$ cat config.mk
export PLATFORM = sky130hd
export DESIGN_NAME = lsu
export DESIGN_NICKNAME = d
export VERILOG_FILES = /design/src/rtl/lsu_pkg.sv /design/src/rtl/lsu_align.sv /design/src/rtl/lsu.sv
export SDC_FILE = /design/constraint.sdc
export NUM_CORES = 1
export LEC_CHECK = 0
export ABC_AREA = 1
export ABC_CLOCK_PERIOD_IN_PS = 2500
export BUFFER_PORTS_ARGS = -buffer_cell sky130_fd_sc_hd__buf_4
export CAP_MARGIN = 25
export CORE_MARGIN = 1.5
export CORE_UTILIZATION = 30
export CTS_CLUSTER_SIZE = 25
export DETAILED_ROUTE_END_ITERATION = 8
export REMOVE_ABC_BUFFERS = 1
export SYNTH_ARGS = -nofsm -noshare
export SYNTH_HDL_FRONTEND = slang
export SYNTH_HIERARCHICAL = 1
export SYNTH_SLANG_ARGS = --single-unit
$ cat constraint.sdc
create_clock -name clk -period 2.5 [get_ports clk]
set_clock_uncertainty 0.2 [all_clocks]
set_input_delay 0.125 -clock clk [delete_from_list [all_inputs] [get_ports clk]]
set_output_delay 0.125 -clock clk [all_outputs]
set_load 0.02 [all_outputs]
$ cat src/rtl/lsu_pkg.sv
// rtl/lsu_pkg.sv - shared state type, access-size encodings and alignment helpers for the lsu
package lsu_pkg;

   typedef enum logic [1:0] {
      ST_IDLE,
      ST_REQ,
      ST_RESP,
      ST_DONE
   } lsu_state_t;

   localparam logic [2:0] MASK_B  = 3'b000;
   localparam logic [2:0] MASK_H  = 3'b001;
   localparam logic [2:0] MASK_W  = 3'b010;
   localparam logic [2:0] MASK_BU = 3'b100;
   localparam logic [2:0] MASK_HU = 3'b101;

   function automatic logic is_byte(input logic [2:0] mask);
      return (mask == MASK_B) || (mask == MASK_BU);
   endfunction

   function automatic logic is_half(input logic [2:0] mask);
      return (mask == MASK_H) || (mask == MASK_HU);
   endfunction

   // Unsupported encodings fall through to word size.
   function automatic logic is_misaligned(input logic [2:0] mask, input logic [1:0] off);
      if (is_byte(mask)) begin
         return 1'b0;
      end
      if (is_half(mask)) begin
         return off[0];
      end
      return off != 2'b00;
   endfunction

endpackage

$ cat src/rtl/lsu_align.sv
// rtl/lsu_align.sv - byte-lane steering for stores and lane extraction/extension for loads
module lsu_align
   import lsu_pkg::*;
(
   input  logic [2:0]  st_mask,
   input  logic [1:0]  st_off,
   input  logic [31:0] st_data,
   output logic [3:0]  st_be,
   output logic [31:0] st_wdata,
   input  logic [2:0]  ld_mask,
   input  logic [1:0]  ld_off,
   input  logic [31:0] ld_rdata,
   output logic [31:0] ld_data
);

   logic [31:0] lane;

   always_comb begin
      st_be    = 4'b1111;
      st_wdata = st_data;
      if (is_byte(st_mask)) begin
         st_be    = 4'b0001 << st_off;
         st_wdata = {4{st_data[7:0]}};
      end else if (is_half(st_mask)) begin
         st_be    = 4'b0011 << st_off;
         st_wdata = {2{st_data[15:0]}};
      end
   end

   assign lane = ld_rdata >> {ld_off, 3'b000};

   always_comb begin
      case (ld_mask)
         MASK_B:  ld_data = {{24{lane[7]}}, lane[7:0]};
         MASK_BU: ld_data = {24'b0, lane[7:0]};
         MASK_H:  ld_data = {{16{lane[15]}}, lane[15:0]};
         MASK_HU: ld_data = {16'b0, lane[15:0]};
         MASK_W:  ld_data = lane;
         default: ld_data = lane;
      endcase
   end

endmodule

$ cat src/rtl/lsu.sv
// rtl/lsu.sv - load/store unit: core access to valid/ready bus request plus response, with stall and timeout
module lsu
   import lsu_pkg::*;
#(
   parameter int TIMEOUT = 64
) (
   input  logic        clk,
   input  logic        rst,
   input  logic        mem_rd_i,
   input  logic        mem_wr_i,
   input  logic [2:0]  mask_i,
   input  logic [31:0] addr_i,
   input  logic [31:0] wr_data_i,
   output logic        stall_o,
   output logic [31:0] rd_data_o,
   output logic        misalign_o,
   output logic        err_o,
   output logic        req_valid_o,
   input  logic        req_ready_i,
   output logic        req_we_o,
   output logic [31:0] req_addr_o,
   output logic [31:0] req_wdata_o,
   output logic [3:0]  req_be_o,
   input  logic        rsp_valid_i,
   input  logic [31:0] rsp_rdata_i,
   input  logic        rsp_err_i
);

   localparam logic [7:0] TMO_LAST = 8'(TIMEOUT - 1);

   lsu_state_t  state;
   logic [7:0]  cnt;
   logic        we_q;
   logic [2:0]  mask_q;
   logic [1:0]  off_q;
   logic        access;
   logic        misaligned;
   logic        start;
   logic [3:0]  st_be;
   logic [31:0] st_wdata;
   logic [31:0] ld_data;

   assign access     = mem_rd_i | mem_wr_i;
   assign misaligned = is_misaligned(mask_i, addr_i[1:0]);
   assign start      = (state == ST_IDLE) && access && !misaligned;

   // Gated by rst so every output reads 0 while reset is held, even with a live core request.
   assign stall_o    = rst && (start || (state == ST_REQ) || (state == ST_RESP));
   assign misalign_o = rst && (state == ST_IDLE) && access && misaligned;

   lsu_align u_align (
      .st_mask  (mask_i),
      .st_off   (addr_i[1:0]),
      .st_data  (wr_data_i),
      .st_be    (st_be),
      .st_wdata (st_wdata),
      .ld_mask  (mask_q),
      .ld_off   (off_q),
      .ld_rdata (rsp_rdata_i),
      .ld_data  (ld_data)
   );

   always_ff @(posedge clk or negedge rst) begin
      if (!rst) begin
         state       <= ST_IDLE;
         cnt         <= 8'd0;
         we_q        <= 1'b0;
         mask_q      <= 3'b000;
         off_q       <= 2'b00;
         rd_data_o   <= 32'd0;
         err_o       <= 1'b0;
         req_valid_o <= 1'b0;
         req_we_o    <= 1'b0;
         req_addr_o  <= 32'd0;
         req_wdata_o <= 32'd0;
         req_be_o    <= 4'b0000;
      end else begin
         case (state)
            ST_IDLE: begin
               if (start) begin
                  state       <= ST_REQ;
                  we_q        <= mem_wr_i;
                  mask_q      <= mask_i;
                  off_q       <= addr_i[1:0];
                  req_valid_o <= 1'b1;
                  req_we_o    <= mem_wr_i;
                  req_addr_o  <= {addr_i[31:2], 2'b00};
                  req_wdata_o <= st_wdata;
                  req_be_o    <= st_be;
               end
            end
            ST_REQ: begin
               if (req_ready_i) begin
                  state       <= ST_RESP;
                  cnt         <= 8'd0;
                  req_valid_o <= 1'b0;
                  req_we_o    <= 1'b0;
                  req_addr_o  <= 32'd0;
                  req_wdata_o <= 32'd0;
                  req_be_o    <= 4'b0000;
               end
            end
            ST_RESP: begin
               if (rsp_valid_i) begin
                  state     <= ST_DONE;
                  err_o     <= rsp_err_i;
                  rd_data_o <= (rsp_err_i || we_q) ? 32'd0 : ld_data;
               end else if (cnt == TMO_LAST) begin
                  state     <= ST_DONE;
                  err_o     <= 1'b1;
                  rd_data_o <= 32'd0;
               end else begin
                  cnt <= cnt + 8'd1;
               end
            end
            ST_DONE: begin
               // The request still visible here is the one just completed; never re-issue it.
               state     <= ST_IDLE;
               err_o     <= 1'b0;
               rd_data_o <= 32'd0;
            end
            default: state <= ST_IDLE;
         endcase
      end
   end

endmodule

==> results of run 1 <==
==> area by class of cell <==
class                   instances  share of cell area [%]
multi-input cells             623                   29.15
clock inverters                15                   1.647
repair buffers                328                   29.12
inverters                      39                   1.529
clock buffers                  17                   4.444
well taps                     270                   3.529
flip-flops and latches        117                   30.58
==> through the flow <==
stage	area (µm²)	power (mW)	hold WS, ps	setup TNS, ps	instances
after floorplan	5857	6.308	-370.6	-10920	779
after detailed placement	7939	8.745	-226.9	0	1272
after global routing	9573	12.20	49.19	0	1409
after global placement	7939	8.674	-227.0	0	1272
after CTS	9573	11.43	1.186	0	1409
final	9573	11.32	15.09	0	1409
==> power groups by stage <==
stage / sequential (mW) / combinational, mW / clock [mW]
after detailed placement: 3.16 / 5.58 / 0
final: 3.14 / 5.78 / 2.39
after global placement: 3.15 / 5.52 / 0
after floorplan: 3.95 / 2.36 / 0
after CTS: 3.15 / 5.82 / 2.45
after global routing: 3.24 / 6.42 / 2.54
==> state kept, by name, indices dropped and copies added, names as in the netlist, 2 cells and up <==
name,flops
cnt,8
mask_q,3
state,2
off_q,2
req_addr_o,30
rd_data_o,32
req_wdata_o,32
req_be_o,4
==> cells in the final DEF, fill, tap and decap left out, drive strengths merged <==
cell         count
a21oi           28
and2             1
buf            223
clkbuf          17
clkinv           5
clkinvlp         1
conb             2
dfrtp          117
dlygate4sd3    105
ha               9
inv             48
nand2          362
nand3           39
nand3b           1
nand4            2
nor2            26
nor3             3
nor4             1
o211ai           7
o21a             1
o21ai          138
o21bai           1
or2              2
==> kinds of logic after synthesis <==
group | Yosys count | share of synthesized area [%]
flops | 117 | 46.87
simple gates | 437 | 28.12
fa+ha+maj | 9 | 1.803
compound gates | 175 | 14.50
buf+inv | 98 | 8.652
other cells | 1 | 0.06003
==> worst max-delay path by stage <==
| stage | startpoint | cells past startpoint | end | slack, ps |
|---|---|---|---|---|
| 2_1_floorplan | state[1] | 7 | req_addr_o[11] | -160 |
| 3_3_place_gp | state[0] | 8 | rd_data_o[10] | 400 |
| 3_5_place_dp | state[0] | 8 | rd_data_o[5] | 320 |
| 4_1_cts | state[0] | 10 | stall_o | 210 |
| 5_1_grt | state[1] | 10 | stall_o | 40 |
| 6_report | mask_i[1] | 8 | req_wdata_o[30] | 180 |
==> worst max-delay path: stages <==
cell and delay, ps:
dlygate4sd3_1 540, buf_4 230, inv_2 220, nand2_1 310, o211ai_1 260, dlygate4sd3_1 570
nand2_1 50, o21ai_1 160
==> routing by layer <==
metal / part of all wire [%] / vias to the layer above / track usage, % / wire [µm]
met4: 2.1 / 0 / 6.700 / 403
met1: 43 / 2807 / 22.43 / 8285
met5: 0 / - / 0 / 0
met2: 47 / 216 / 29.11 / 8961
li1: - / 3265 / - / -
met3: 7.5 / 25 / 5.000 / 1434
==> out/qor.txt, run 1 <==
Outcome = completed
Top cells by count, synth = nand2_1, dfrtp_1, o21ai_0
Sequential power share = 27.8%
Final design utilization = 47.16%
CTS buffer count = 17
IO Port Bufs = 208
GPL Wtd Cong = 0.8379
Die height = 147.3 µm
Initial core utilization = 30.78%
Worst slew margin = 51.11%
Die Wd = 147.3 µm
Ant. Diodes = 0
Slew @ Worst Pin = 733.3 ps
Layout net count = 1241
Sw Share = 44.75%
Top FF cell, synth = dfrtp_1
P_sw = 5.064 mW
Antenna Nets Post-Route = 0
CTS resizes = 0
Multi-input gate area = 0.002790 mm²
Worst Hold Endpoint = rd_data_o[23]
Worst hold path startpoint = rsp_rdata_i[23]
Routed vias/inst = 4.480
DP Wirelength = 12.69 mm
CTS Hold Bufs = 105
Largest net degree at the start of global routing = 110
Flop2flop setup slack = 250 ps
FP Rows = 52
Synth Area per Inst = 7.464 µm²
Count of final hold-check violations = 0
Tcrit/Tclk final = 92.91%
CTS root buffer = clkbuf_16
Sequential fraction of the synthesis area = 46.87%
Static Leak = 4.859 nW
CTS max path bufs = 2
Area grow syn2layout = 53.23%
Total vias in the final route = 6313
Tightest Hold Check Type = in2reg
YS warnings = 6
H-tree depth = 4
Routed Wire Length = 19.09 mm
Final setup vio count = 0
Sink Count = 117
Final Critical Period = 2323 ps
Area taken by flip-flops and latches = 0.002928 mm²
DR iter-0 viols = 336
Clock power frac = 21.1%
First-pass GRT wire length = 30.89 mm
Crit end category = register
Initial antenna violation count = 0
Critical R2R Launch = off_q[0]
IO Count = 211
Worst EP required = 2650 ps
Pwr per Cell Area = 1182 mW/mm²
Reg2reg path depth = 7
Vias in the first global route = 6150
Post-synth ARST share = 100.0%
Share of layout cells above drive strength 1 = 23.88%
Reg clk slew, reported paths = 60 ps
Post-synth EDFFs = 0
Yosys cell types = 31
Setup bufs post-CTS = 0
Combinational fraction of design power = 51.1%
Clock insertion delay at the later pin of the skew report = 420 ps
Post-Place Setup Slack = 323.4 ps
Synthesized cell area = 0.006247 mm²
Unrepaired setup endpoints after global routing = false
Max Cap Viol = 0
CP Max Fanout = 24
Routed length per instance = 13.55 µm
Peak VDD IR = 0.5066 mV
Fill count = 2061
Hold-critical path depth = 7
Die area = 0.02170 mm²
GR Overflow Total = 0
Drc violations = 0
Top-count cell post-synth = nand2_1
Share of the synthesized area in the top cell type = 46.87%
R2R Path End = rd_data_o[6]
Cell internal pwr = 6.252 mW
Area contributors post-synth = dfrtp_1, nand2_1, o21ai_0
Max Slew Vio Count = 0
Yosys reg bits = 117
Startpoint types = primary input
Data arrival, critical path = 2470 ps
Core ar. = 0.02030 mm²
Peak Freq = 0.4305 GHz
Crit Path Category = in2reg
Router iterations before antenna repair = 5
Tot GR Track Use = 17.83%
Largest area contributor in the synthesized netlist = dfrtp_1
Slack of the critical path = 177.4 ps
CTS tree = yes
Syn Inst Count = 837
Power figures use the tool's default switching activity.
==> inputs of run 2 (changes only) <==
- CORE_UTILIZATION: 30 -> 51
- PLACE_DENSITY: unset -> 0.81
- REMOVE_ABC_BUFFERS: 1 -> unset
==> out/qor.txt, run 2 (synthesis results as in run 1) <==
Outcome = completed
Largest net degree at the start of global routing = 88
Sink Count = 117
Clock insertion delay at the later pin of the skew report = 420 ps
Slowest CP cell = dlygate4sd3_1
Tcrit/Tclk final = 93.64%
Static Leak = 4.835 nW
Unrepaired setup endpoints after global routing = false
Routed length per instance = 15.99 µm
Peak Freq = 0.4272 GHz
CTS max path bufs = 2
Die Wd = 113.7 µm
Routed vias/inst = 5.379
Max Cap Viol = 0
Setup bufs post-CTS = 0
Initial core utilization = 52.23%
DR iter-0 viols = 612
Initial antenna violation count = 0
Crit Path Category = in2reg
Ant. Diodes = 0
Max Slew Vio Count = 0
Worst EP required = 2650 ps
Count of final hold-check violations = 0
Dpl cells = 1149
Clock power frac = 24.0%
Routed Wire Length = 20.34 mm
IO Port Bufs = 208
CTS buffer count = 17
CP Max Fanout = 24
IO Count = 211
DP Wirelength = 11.85 mm
Layout net count = 1227
Crit path max-delay family = buffers and inverters
Crit end category = register
Startpoint types = primary input
Sw Share = 42.86%
CTS tree = yes
Largest regs = rd_data_o x32, req_wdata_o x32, req_addr_o x30
Slew @ Worst Pin = 699.6 ps
Drc violations = 0
Worst slew margin = 53.36%
Vias in the first global route = 6668
CTS root buffer = clkbuf_16
H-tree depth = 4
Tot GR Track Use = 32.12%
Worst path cell trace = dlygate4sd3_1, buf_4, inv_2, nand2_1, o211ai_1, dlygate4sd3_1, nand2_1, o21ai_1
Antenna Nets Post-Route = 0
Buffers & Inverters on Critical Path = 4
Cell internal pwr = 6.724 mW
Share of layout cells above drive strength 1 = 24.27%
Sum Neg Setup Slack = 0 ps
Total vias in the final route = 6842
Final setup vio count = 0
Data arrival, critical path = 2490 ps
Flop2flop setup slack = 260 ps
First-pass GRT wire length = 32.46 mm
Final Critical Period = 2341 ps
FP Rows = 40
GPL Wtd Cong = 0.9000
Die area = 0.01292 mm²
Combinational fraction of design power = 48.9%
P_sw = 5.044 mW
Tightest Hold Check Type = in2async
Reg clk slew, reported paths = 50 ps
Pwr per Cell Area = 1258 mW/mm²
Peak VDD IR = 0.6724 mV
Crit-path max cell delay = 610 ps
GR Overflow Total = 0
Router iterations before antenna repair = 8
Sequential power share = 27.1%
Core ar. = 0.01196 mm²
Area grow syn2layout = 49.71%
Cell Count, Final, Fillers Out = 1272
Most frequent cells in the layout = nand2_1, buf_4, dfrtp_1, dlygate4sd3_1, o21ai_0
Commonest non-fill, non-tap cell in the layout = nand2_1
Die height = 113.7 µm
## run 2: cell count changes in the layout (fill, tap and decap cells not counted), moves of 2 or more
cell	change
clkinvlp_4	+2
clkinv_4	-3
clkinv_2	+3
buf_4	+2
bufinv_16	+6
inv_8	-5
dlygate4sd3_1	-14
clkinv_8	-2
buf_12	-2
clkbuf_8	+2
inv_6	-3
## run 2: what timing repair did
item / 4_1_cts / 5_1_grt
endpoints found under the hold margin: 205 / 0
hold buffers: 91 / 0
setup endpoints to repair: 0 / 1
resized for setup: 0 / 1
## run 2: path summary, 6_finish.rpt
path / to / depth (start not counted) / start
worst max-delay path: req_wdata_o[30] / 8 / mask_i[1]
worst min-delay path: req_we_o / 2 / rst
worst max register to register: rd_data_o[11] / 8 / state[0]
worst min register to register: req_addr_o[12] / 2 / req_addr_o[12]
max in group asynchronous: rd_data_o[27] / 3 / rst
min in group clk: state[1] / 5 / rsp_valid_i
## run 2: through the flow
| stage | total power, mW | hold WS, ps | setup slack [ps] | util, % | cell area, µm² |
|---|---|---|---|---|---|
| floorplan | 6.812 | -370.6 | 679.4 | - | 6251 |
| global placement | 8.450 | -106.9 | 338.6 | 64.87 | 7760 |
| detailed placement | 8.590 | -97.73 | 246.4 | 64.87 | 7760 |
| CTS | 11.60 | 2.080 | 164.0 | 78.17 | 9350 |
| global route | 12.50 | 37.83 | 3.809 | 78.19 | 9353 |
| finish | 11.77 | 8.177 | 159.1 | 78.19 | 9353 |
## run 2: power by group through the flow
stage / Combinational [mW] / Clock, mW / Sequential (mW)
final: 5.75 / 2.82 / 3.19
after detailed placement: 5.44 / 0 / 3.15
after global placement: 5.30 / 0 / 3.15
after CTS: 5.62 / 2.82 / 3.16
after global routing: 6.30 / 2.93 / 3.27
after floorplan: 2.92 / 0 / 3.89
## run 2: area by class of cell
class                      instances  area, µm²
timing repair buffer             314       2623
clock buffer                      19      452.9
fill                             749       2609
tap                              147      183.9
inverter                          39      146.4
clock inverter                    13      226.5
multi-input combinational        623       2793
sequential                       117       2928
## run 2: routing by layer
metal | GRT usage (%) | wire (µm)
met5 | 0 | 0
met3 | 10.20 | 1611
met1 | 37.80 | 7947
met4 | 15.50 | 814
met2 | 53.45 | 9967
